File: src/rtl/vga_pkg.sv
// -----------------------------------------------------------------------------
// vga_pkg
// Shared types and constants for the VGA frame-buffer path.
//   owner_t     : which requester owns an in-flight RAM access.
//   fsm_state_t : arbiter issue-stage state (IDLE / ISSUE_DISP / ISSUE_CPU).
//   S_*         : the same state codes as plain localparam vectors, used by
//                 the arbiter's state register.
//   RGB_W and the 640x480@60 timing constants used by the scan-out logic.
// -----------------------------------------------------------------------------
package vga_pkg;

  localparam int RGB_W = 12;

  localparam int H_TOTAL     = 800;
  localparam int V_TOTAL     = 525;
  localparam int H_SYNC      = 96;
  localparam int V_SYNC      = 2;
  localparam int H_VIS_START = 144;
  localparam int V_VIS_START = 35;

  typedef enum logic {
    OWN_DISP = 1'b0,
    OWN_CPU  = 1'b1
  } owner_t;

  typedef enum logic [1:0] {
    FSM_IDLE       = 2'd0,
    FSM_ISSUE_DISP = 2'd1,
    FSM_ISSUE_CPU  = 2'd2
  } fsm_state_t;

  localparam logic [1:0] S_IDLE       = FSM_IDLE;
  localparam logic [1:0] S_ISSUE_DISP = FSM_ISSUE_DISP;
  localparam logic [1:0] S_ISSUE_CPU  = FSM_ISSUE_CPU;

endpackage

File: src/rtl/vram_wait_timer.sv
// -----------------------------------------------------------------------------
// vram_wait_timer
// Saturating count of consecutive cycles in which a pending CPU request lost
// arbitration. When the count reaches MAX_WAIT the CPU is forced to win.
// Ports:
//   clk, rst     : system clock, synchronous active-high reset
//   cpu_valid    : CPU request pending this cycle
//   cpu_ack      : CPU granted this cycle
//   wait_cnt     : current losing-cycle count (saturates at MAX_WAIT)
//   force_cpu    : wait_cnt == MAX_WAIT
// -----------------------------------------------------------------------------
module vram_wait_timer #(
  parameter int MAX_WAIT = 8,
  parameter int CNT_W    = $clog2(MAX_WAIT + 1)
) (
  input  logic             clk,
  input  logic             rst,
  input  logic             cpu_valid,
  input  logic             cpu_ack,
  output logic [CNT_W-1:0] wait_cnt,
  output logic             force_cpu
);

  localparam logic [CNT_W-1:0] MAX_CNT = CNT_W'(MAX_WAIT);

  logic [CNT_W-1:0] r_cnt;

  always_ff @(posedge clk) begin
    if (rst) begin
      r_cnt <= '0;
    end else if (!cpu_valid || cpu_ack) begin
      r_cnt <= '0;
    end else if (r_cnt != MAX_CNT) begin
      r_cnt <= r_cnt + 1'b1;
    end
  end

  assign wait_cnt  = r_cnt;
  assign force_cpu = (r_cnt == MAX_CNT);

endmodule

File: src/rtl/vga_vram_arbiter.sv
// -----------------------------------------------------------------------------
// vga_vram_arbiter
// Shares one single-port frame-buffer RAM between the VGA pixel fetcher and
// the CPU frame-buffer port.
//
// Handshake: a requester raises *_req/*_valid with address (and CPU write
// fields) stable; the cycle in which the combinational *_ack is high is the
// transfer cycle. The requester may drop the request or present a new one on
// the following cycle. Read data comes back on *_rvalid/*_rdata two cycles
// after the ack; *_rvalid is a one-cycle pulse with no back-pressure.
//
// Ports:
//   clk, rst                 : system clock, synchronous active-high reset
//   blank                    : VGA outside visible window
//   disp_req/addr, disp_ack  : display read request / grant
//   disp_rvalid/rdata        : display read return
//   cpu_valid/we/addr/wdata  : CPU request, cpu_ack grant
//   cpu_rvalid/rdata         : CPU read return
//   ram_en/we/addr/wdata     : registered RAM command
//   ram_rdata                : RAM read data, one cycle after a read command
//   dbg_state, dbg_wait_cnt  : issue-stage state and starvation counter
// -----------------------------------------------------------------------------
module vga_vram_arbiter
  import vga_pkg::*;
#(
  parameter int ADDR_W   = 17,
  parameter int DATA_W   = 12,
  parameter int MAX_WAIT = 8
) (
  input  logic                             clk,
  input  logic                             rst,
  input  logic                             blank,
  input  logic                             disp_req,
  input  logic [ADDR_W-1:0]                disp_addr,
  output logic                             disp_ack,
  output logic                             disp_rvalid,
  output logic [DATA_W-1:0]                disp_rdata,
  input  logic                             cpu_valid,
  input  logic                             cpu_we,
  input  logic [ADDR_W-1:0]                cpu_addr,
  input  logic [DATA_W-1:0]                cpu_wdata,
  output logic                             cpu_ack,
  output logic                             cpu_rvalid,
  output logic [DATA_W-1:0]                cpu_rdata,
  output logic                             ram_en,
  output logic                             ram_we,
  output logic [ADDR_W-1:0]                ram_addr,
  output logic [DATA_W-1:0]                ram_wdata,
  input  logic [DATA_W-1:0]                ram_rdata,
  output logic [1:0]                       dbg_state,
  output logic [$clog2(MAX_WAIT+1)-1:0]    dbg_wait_cnt
);

  localparam int WAIT_W = $clog2(MAX_WAIT + 1);

  // ---------------------------------------------------------------------------
  // Grant
  // ---------------------------------------------------------------------------
  logic              w_force;
  logic [WAIT_W-1:0] w_wait_cnt;
  logic              w_cpu_grant;
  logic              w_disp_grant;
  logic [1:0]        w_next_state;

  // CPU wins when starved, during blanking, or when the display is idle.
  // Reset suppresses both grants so nothing is acked that cannot be issued.
  assign w_cpu_grant  = !rst && cpu_valid && (w_force || blank || !disp_req);
  assign w_disp_grant = !rst && disp_req && !w_cpu_grant;

  assign cpu_ack  = w_cpu_grant;
  assign disp_ack = w_disp_grant;

  vram_wait_timer #(
    .MAX_WAIT (MAX_WAIT),
    .CNT_W    (WAIT_W)
  ) u_wait_timer (
    .clk       (clk),
    .rst       (rst),
    .cpu_valid (cpu_valid),
    .cpu_ack   (w_cpu_grant),
    .wait_cnt  (w_wait_cnt),
    .force_cpu (w_force)
  );

  always_comb begin
    w_next_state = S_IDLE;
    if (w_cpu_grant) begin
      w_next_state = S_ISSUE_CPU;
    end else if (w_disp_grant) begin
      w_next_state = S_ISSUE_DISP;
    end
  end

  // ---------------------------------------------------------------------------
  // Issue stage
  // ---------------------------------------------------------------------------
  logic [1:0]        r_state;
  logic              r_ram_en;
  logic              r_ram_we;
  logic [ADDR_W-1:0] r_ram_addr;
  logic [DATA_W-1:0] r_ram_wdata;
  logic              r_rd_pend;
  owner_t            r_own;

  always_ff @(posedge clk) begin
    if (rst) begin
      r_state     <= S_IDLE;
      r_ram_en    <= 1'b0;
      r_ram_we    <= 1'b0;
      r_ram_addr  <= '0;
      r_ram_wdata <= '0;
      r_rd_pend   <= 1'b0;
      r_own       <= OWN_DISP;
    end else begin
      r_state   <= w_next_state;
      r_ram_en  <= w_cpu_grant || w_disp_grant;
      r_ram_we  <= w_cpu_grant && cpu_we;
      r_rd_pend <= w_disp_grant || (w_cpu_grant && !cpu_we);
      // Address/data hold when idle so the RAM pins stay quiet.
      // The display has no write data, so ram_wdata keeps its last value.
      if (w_cpu_grant) begin
        r_ram_addr  <= cpu_addr;
        r_ram_wdata <= cpu_wdata;
        r_own       <= OWN_CPU;
      end else if (w_disp_grant) begin
        r_ram_addr  <= disp_addr;
        r_own       <= OWN_DISP;
      end
    end
  end

  assign ram_en    = r_ram_en;
  assign ram_we    = r_ram_we;
  assign ram_addr  = r_ram_addr;
  assign ram_wdata = r_ram_wdata;
  assign dbg_state    = r_state;
  assign dbg_wait_cnt = w_wait_cnt;

  // ---------------------------------------------------------------------------
  // Return stage
  // ---------------------------------------------------------------------------
  logic              r_ret_valid;
  owner_t            r_ret_own;
  logic [DATA_W-1:0] r_disp_rdata;
  logic [DATA_W-1:0] r_cpu_rdata;
  logic              w_disp_ret;
  logic              w_cpu_ret;

  always_ff @(posedge clk) begin
    if (rst) begin
      r_ret_valid <= 1'b0;
      r_ret_own   <= OWN_DISP;
    end else begin
      r_ret_valid <= r_rd_pend;
      r_ret_own   <= r_own;
    end
  end

  assign w_disp_ret = r_ret_valid && (r_ret_own == OWN_DISP);
  assign w_cpu_ret  = r_ret_valid && (r_ret_own == OWN_CPU);

  // ram_rdata is valid in the return cycle itself, so it is forwarded straight
  // out on the rvalid pulse and captured to hold the value afterwards.
  always_ff @(posedge clk) begin
    if (rst) begin
      r_disp_rdata <= '0;
      r_cpu_rdata  <= '0;
    end else begin
      if (w_disp_ret) begin
        r_disp_rdata <= ram_rdata;
      end
      if (w_cpu_ret) begin
        r_cpu_rdata <= ram_rdata;
      end
    end
  end

  assign disp_rvalid = w_disp_ret;
  assign cpu_rvalid  = w_cpu_ret;
  assign disp_rdata  = w_disp_ret ? ram_rdata : r_disp_rdata;
  assign cpu_rdata   = w_cpu_ret  ? ram_rdata : r_cpu_rdata;

endmodule

File: config.mk
export PLATFORM = sky130hd
export DESIGN_NAME = vga_vram_arbiter
export DESIGN_NICKNAME = d
export VERILOG_FILES = /design/src/rtl/vga_pkg.sv /design/src/rtl/vram_wait_timer.sv /design/src/rtl/vga_vram_arbiter.sv
export SDC_FILE = /design/constraint.sdc
export NUM_CORES = 1
export LEC_CHECK = 0
export ABC_CLOCK_PERIOD_IN_PS = 3760
export CAP_MARGIN = 20
export CELL_PAD_IN_SITES_DETAIL_PLACEMENT = 1
export CELL_PAD_IN_SITES_GLOBAL_PLACEMENT = 2
export CORE_MARGIN = 2
export CORE_UTILIZATION = 27
export CTS_CLUSTER_SIZE = 30
export DETAILED_ROUTE_END_ITERATION = 7
export GPL_TIMING_DRIVEN = 0
export PLACE_DENSITY_LB_ADDON = 0.3
export SYNTH_ARGS = -nofsm -noshare
export SYNTH_HDL_FRONTEND = slang
export SYNTH_SLANG_ARGS = --single-unit
File: constraint.sdc
create_clock -name clk -period 3.76 [get_ports clk]
set_clock_uncertainty 0.15 [all_clocks]
set_input_delay 0.752 -clock clk [delete_from_list [all_inputs] [get_ports clk]]
set_output_delay 0.752 -clock clk [all_outputs]
set_load 0.01 [all_outputs]
; Word level (Yosys, flattened, before mapping)
; Cells that the tools add are included.
[op_classes]
magnitude_cmp = 0
n_reduce_logical = 21
addsub = 1
multipliers = 0
eq_ne = 2
div_mod_pow = 0
bitwise_logic = 1
n_shift = 0
mux = 8
[ops]
columns = op, n
row1 = 17-bit 2-to-1 mux, 2
row2 = 12-bit 2-to-1 mux, 2
row3 = 1-bit logical AND, 8
row4 = 1-bit zero test, 5
row5 = 1-bit logical OR, 5
row6 = "4-bit by 1-bit adder with 4-bit output, second input constant", 1
row7 = "4-bit == test, second input constant", 1
row8 = "4-bit inequality test, second input constant", 1
row9 = 2-bit OR reduction, 2
row10 = 1-bit 2-to-1 mux, 3
row11 = 2-bit 2-to-1 mux, 1
row12 = 2-bit nonzero test, 1
row13 = 1-bit inverter, 1
[totals]
input_bits = 64
romBits = 0
latch_bits = 0
ramBits = 0
mem_count = 0
register_bits = 65
wordCells = 46

; Logic depth before layout (Yosys ltp)
; Gate-level depths: netlist of run 1.
[logic_depth]
ltp_word = 8
mapped_depth = 7
ltp_nobuf = 5

; Cells and area by module
; Synthesis of run 1 repeated with hierarchy kept, for this count alone.
[unflattened]
hier_cells = 255
hier_area_um2 = 2710.1
[by_module_without_submodules]
columns = module, seq_area_each_um2, instances, area_per_inst_um2, cells_per_inst
row1 = vga_vram_arbiter, 1221.2, 1, 2509.9, 235
row2 = vram_wait_timer, 80.1, 1, 200.2, 20

; Worst setup path after synthesis of run 1
; Ideal clock, no wire load.
[synth_path]
path_type = in2out
start = input rst
end = output cpu_ack
slack_ps = 1435
required_time_ps = 2858
cell_stages = 3
n_path_buf = 2
arrival_time_ps = 1423
path_cell_list = clkbuf_1 > clkbuf_1 > nor2_1
[synth_via]
elab_chain_len = 3
[synth_rtl]
columns = element, line
row1 = start: declaration, vga_vram_arbiter.sv:31  ; input logic rst,
row2 = 1-bit zero test, vga_vram_arbiter.sv:67  ; assign w_cpu_grant = !rst && cpu_valid && (w_force || blank || !disp_req);
row3 = 1-bit logical AND (2 in series), vga_vram_arbiter.sv:67
row4 = end: declaration, vga_vram_arbiter.sv:42  ; output logic cpu_ack,
; Every way passes these cells.

; Worst setup path after layout of run 1
; Same ends and word-level chain as after synthesis.

==> results of run 1 <==
## registers in the layout, indices dropped and copies added, names as in the netlist
register / flops
dbg_state: 2
r_cpu_rdata: 12
r_disp_rdata: 12
r_own: 1
r_rd_pend: 1
r_ret_own: 1
r_ret_valid: 1
ram_addr: 17
ram_en: 1
ram_wdata: 12
ram_we: 1
u_wait_timer.wait_cnt: 4
## worst paths after layout
kind                            cells past startpoint            to                      from
worst max-delay path                                5       cpu_ack                       rst
worst min-delay path                                1   r_ret_valid                 r_rd_pend
worst max register to register                      7  ram_wdata[5]  u_wait_timer.wait_cnt[0]
worst min register to register                      1   r_ret_valid                 r_rd_pend
## area by class of cell
class / count / area (um2)
plain buffers: 27 / 164
flip-flops and latches: 65 / 1300
clock inverters: 6 / 67.6
repair buffers: 126 / 1260
fillers: 1167 / 5880
inverters: 5 / 18.8
well taps: 136 / 170
multi-input cells: 169 / 1430
clock buffers: 10 / 128
## cells by family (layout without fill, tap and decap cells)
logic type      count (synthesis)  count (layout)  share of synthesized area [%]
compound gates                 76              76                           20.0
fa+ha+maj                       2               2                          0.860
buf+inv                        32             174                           6.23
flops                          65              65                           44.7
mux                            41              41                           17.5
simple gates                   50              50                           10.7
## Yosys cell counts (4+ instances only)
cell type   n
and2_1     24
a21oi_1    15
o211ai_1   41
mux2_4     18
mux2_2      6
o211a_1    17
mux2i_1    17
buf_6       5
buf_2      10
nor2_1      4
clkbuf_1    9
dfxtp_1    65
## critical path, stage by stage
cell	delay, ns
clkdlybuf4s50_1	0.48
clkbuf_1	0.40
clkbuf_2	0.37
nor2_1	0.09
clkdlybuf4s50_1	0.48
## power groups by stage
stage	logic [mW]	registers, mW	clock network (mW)
2_1_floorplan	0.122	0.764	0
3_3_place_gp	0.303	0.753	0
3_5_place_dp	0.307	0.754	0
4_1_cts	0.308	0.739	0.619
5_1_grt	0.327	0.742	0.661
6_report	0.303	0.738	0.597
## layer usage
metal / vias to the layer above / wire length, um / track usage [%]
met5: - / 0 / 0
met4: 0 / 89 / 4.40
met3: 9 / 525 / 4.60
met2: 74 / 4240 / 25.8
met1: 1251 / 4130 / 20.0
li1: 1240 / - / -
## repair_timing
action | in CTS | in global routing
gates resized for setup | 0 | 2
endpoints found under the setup margin | 0 | 1
hold endpoints to repair | 0 | 0
hold buffers | 0 | 0
## through the flow
stage               utilization, %  instances  power (mW)
finish                        43.6        544        1.64
global route                  43.6        544        1.73
CTS                           43.6        544        1.67
detailed placement            41.7        528        1.06
global placement              41.7        528        1.06
floorplan                        -        266       0.886
==> impl_metrics.json, run 1 <==
{
  "status": "completed",
  "grt_max_degree": 13,
  "htree_levels": 3,
  "synth_seq_area_share_pct": 44.7,
  "insertion_delay_ns": 0.33,
  "ant_nets": 0,
  "fmax_mhz": 287,
  "fin_nets": 469,
  "grt_use_total_pct": 15.7,
  "ys_ff_latch": 65,
  "synth_edf_count": 0,
  "power.switching_uw": 424,
  "clkSlewWorstSetupHoldPaths_ns": 0.08,
  "ys_types": 35,
  "hpwl_um": 6480,
  "grt_pass1_vias": 2685,
  "antenna-diode-count": 0,
  "die_area_mm2": 0.0116,
  "finalCritPeriodShare_pct": 92.6,
  "seqPwrFrac_pct": 45.1,
  "cts_setup_buffers": 0,
  "cts.path.max_buffers": 2,
  "start_util_pct": 27.9,
  "setup_slack_ns": 0.277,
  "holdWs_ns": 0.287,
  "fin_area_mm2": 0.00454,
  "synth.top_cell.area_share_pct": 44.7,
  "grt_pass1_wl_um": 14000,
  "p_leak_nw": 1.88,
  "synth_flop_cell": "dfxtp_1",
  "grt-ovfl-total": 0,
  "vias": 2574,
  "crit_required_ns": 2.86,
  "syn_nets": 332,
  "arrival_ns": 2.58,
  "cts-root-buf": "clkbuf_8",
  "worst_setup_path_end_kind": "primary output",
  "cap_violations": 0,
  "syn_inst": 266,
  "tns_ns": 0,
  "synthArstFlopShare_pct": 0,
  "switching_share_pct": 25.9,
  "drc_errors": 0,
  "io_pins": 129,
  "clockPowerShare_pct": 36.5,
  "rsz0062_at_grt": "no",
  "slew_viol_final": 0,
  "vias_per_cell": 4.73,
  "power.share.combinational_pct": 18.5,
  "r2r_setup_slack_ns": 1.97,
  "gp_congestion": 0.731,
  "tritoncts": "built",
  "hold_viol_final": 0,
  "min_path_type": "reg -> reg",
  "vdd_drop_max_v": 0.000198,
  "slew_headroom_pct": 59.3,
  "dpl_worst_slack_ns": 0.0570,
  "ys_warn_count": 0,
  "dr.pass1.iters": 4,
  "synth_area_leader_cell": "dfxtp_1",
  "crit_path_max_fanout": 10,
  "io_buffers": 126,
  "placed_area_mm2": 0.00434,
  "die_y_um": 108,
  "synth_area_mm2": 0.00291,
  "coreArea_mm2": 0.0104,
  "core.rowCount": 37,
  "finalWirelength_um": 8980,
  "cp-start-kind": "input port",
  "drt-initial-drc-count": 62,
  "drive_above_1_share_pct": 15.4,
  "area_growth_pct": 55.9,
  "antenna_found_initial": 0,
  "synthTopCellsByArea": "dfxtp_1 45%, o211ai_1 11%, mux2_4 9.3%, mux2i_1 5.8%, o211a_1 5.8%",
  "tightest_slew_ns": 0.611,
  "syn_avg_cell_area_um2": 10.9,
  "fin_crit_ns": 3.48,
  "final_common_cell": "clkdlybuf4s50_1",
  "p_int_mw": 1.21,
  "worstSetupPathType": "in -> out",
  "cts.sinks": 65,
  "setup_viol": 0,
  "die_w_um": 108,
  "cts_made_buffers": 9,
  "wl_per_cell_um": 16.5,
  "mostFrequentLayoutCells": "126 x clkdlybuf4s50_1, 65 x dfxtp_1, 41 x o211ai_1",
  "powerDensity_mw_per_mm2": 361
}
No activity file was read; power rests on OpenSTA's default activity.
==> run 2: changes to the inputs <==
--- a/config.mk
+++ b/config.mk
@@ -13,7 +13,7 @@
 export CORE_UTILIZATION = 27
 export CTS_CLUSTER_SIZE = 30
 export DETAILED_ROUTE_END_ITERATION = 7
-export GPL_TIMING_DRIVEN = 0
+export GPL_TIMING_DRIVEN = 1
 export PLACE_DENSITY_LB_ADDON = 0.3
 export SYNTH_ARGS = -nofsm -noshare
 export SYNTH_HDL_FRONTEND = slang
==> run 2 against run 1 <==
Die area unchanged. Sequential share of layout area increased by 0.41 points. Power increased by 1.4%. Combinational power decreased by 2%. Cell area decreased by 1.4%. Sequential power about the same. Highest routed layer unchanged. Flip-flop and latch count unchanged. Global-route usage decreased by 0.90 points. Critical path depth increased by 2. Worst hold slack improved by 0.011 ns. Register-to-register slack got worse by 0.27 ns.
==> impl_metrics.json, run 2 (synthesized netlist as in run 1, its figures left out) <==
{
  "ctsHoldBuffers": 0,
  "min_path_type": "reg -> reg",
  "clkSlewWorstSetupHoldPaths_ns": 0.08,
  "cts_setup_buffers": 0,
  "worstSetupPathType": "reg -> out",
  "vias_per_cell": 4.77,
  "tightest_slew_ns": 0.602,
  "die_w_um": 108,
  "slew_headroom_pct": 59.7,
  "gp_congestion": 0.701,
  "tns_ns": 0,
  "insertion_delay_ns": 0.33,
  "finalWirelength_um": 8500,
  "start_util_pct": 27.9,
  "io_buffers": 128,
  "finalCritPeriodShare_pct": 90.6,
  "drive_above_1_share_pct": 13.8,
  "crit_required_ns": 2.86,
  "cts-root-buf": "clkbuf_8",
  "grt-ovfl-total": 0,
  "setup_viol": 0,
  "fmax_mhz": 294,
  "die_area_mm2": 0.0116,
  "cts_made_buffers": 9,
  "dr.pass1.iters": 4,
  "worst_setup_path_end_kind": "primary output",
  "cts.path.max_buffers": 2,
  "mostFrequentLayoutCells": "128 x clkdlybuf4s50_1, 65 x dfxtp_1, 41 x o211ai_1",
  "drc_errors": 0,
  "fin_nets": 453,
  "htree_levels": 3,
  "fin_util_pct": 43.0,
  "status": "completed",
  "p_leak_nw": 1.84,
  "hpwl_um": 5990,
  "die_y_um": 108,
  "final_common_cell": "clkdlybuf4s50_1",
  "grt_pass1_wl_um": 13400,
  "largest_reg_flops": 17,
  "slew_viol_final": 0,
  "vias": 2516,
  "vdd_drop_max_v": 0.000179,
  "reg2regPathDepth": 6,
  "cp-start-kind": "flip-flop",
  "rsz0062_at_grt": "no",
  "core.rowCount": 37,
  "place_inst": 512,
  "antenna_found_initial": 0,
  "grt_pass1_vias": 2615,
  "antenna-diode-count": 0,
  "fin_crit_ns": 3.41,
  "drt-initial-drc-count": 29,
  "ant_nets": 0,
  "hold_viol_final": 0,
  "powerDensity_mw_per_mm2": 371,
  "cts.sinks": 65,
  "coreArea_mm2": 0.0104,
  "grt_use_total_pct": 14.8,
  "cap_violations": 0,
  "tritoncts": "built",
  "wl_per_cell_um": 16.1,
  "area_growth_pct": 53.7,
  "cts.repair.resized": 0,
  "grt_max_degree": 45,
  "io_pins": 129,
  "arrival_ns": 2.50,
  "crit_path_max_fanout": 15,
  "fin_cells": 528,
  "min_path_cells": 1
}
[run 2: layout make-up]
type                            count  area, um2
Multi-Input combinational cell    169       1430
Sequential cell                    65       1300
Clock inverter                      7       83.8
Tap cell                          136        170
Timing Repair Buffer              137       1350
Clock buffer                        9        124
Fill cell                        1157       5940
Inverter                            5       18.8
[run 2: power breakdown]
group          switching [mW]  total, mW  leakage, nW  internal [mW]
Sequential             0.0158      0.738        0.533          0.722
Clock                   0.308      0.627        0.103          0.319
Combinational           0.115      0.296         1.20          0.181
Total                   0.439       1.66         1.84           1.22
[run 2: routing by layer]
layer / track usage (%) / wire (um) / vias up
met5: 0 / 0 / -
met4: 4.12 / 77 / 0
met3: 4.84 / 576 / 7
met2: 25.2 / 4260 / 78
met1: 17.8 / 3590 / 1223
li1: - / - / 1208
[run 2: worst paths after layout]
path	start	to	slack, ns
hold / removal	r_rd_pend	r_ret_valid	0.30
hold reg to reg	r_rd_pend	r_ret_valid	0.30
setup reg to reg	u_wait_timer.wait_cnt[0]	ram_addr[6]	1.70
setup / recovery	u_wait_timer.wait_cnt[0]	cpu_ack	0.35
[run 2: through the flow]
step | setup WS (ns) | area, um2 | power (mW) | hold WS (ns)
after floorplan | 1.43 | 2910 | 0.886 | 0.264
after global placement | 0.500 | 4270 | 1.05 | 0.286
after detailed placement | 0.443 | 4270 | 1.06 | 0.285
after CTS | 0.297 | 4470 | 1.70 | 0.307
after global routing | 0.164 | 4470 | 1.75 | 0.319
final | 0.353 | 4470 | 1.66 | 0.298
[run 2: worst max-delay path, stage by stage (launching register included)]
cell and delay [ns]:
dfxtp_1 0.35, inv_1 0.07, ha_1 0.20, and3b_1 0.57, o21ai_4 0.09, buf_4 0.20, nor2_1 0.12, clkdlybuf4s50_1 0.56
==> run 3: changes to the inputs <==
--- a/config.mk
+++ b/config.mk
@@ -13,7 +13,7 @@
 export CORE_UTILIZATION = 27
 export CTS_CLUSTER_SIZE = 30
 export DETAILED_ROUTE_END_ITERATION = 7
-export GPL_TIMING_DRIVEN = 1
+export GPL_TIMING_DRIVEN = 0
 export PLACE_DENSITY_LB_ADDON = 0.3
 export SYNTH_ARGS = -nofsm -noshare
 export SYNTH_HDL_FRONTEND = slang
==> results of run 3 <==
The final DEF is identical to that of run 1; final timing and power are the same.
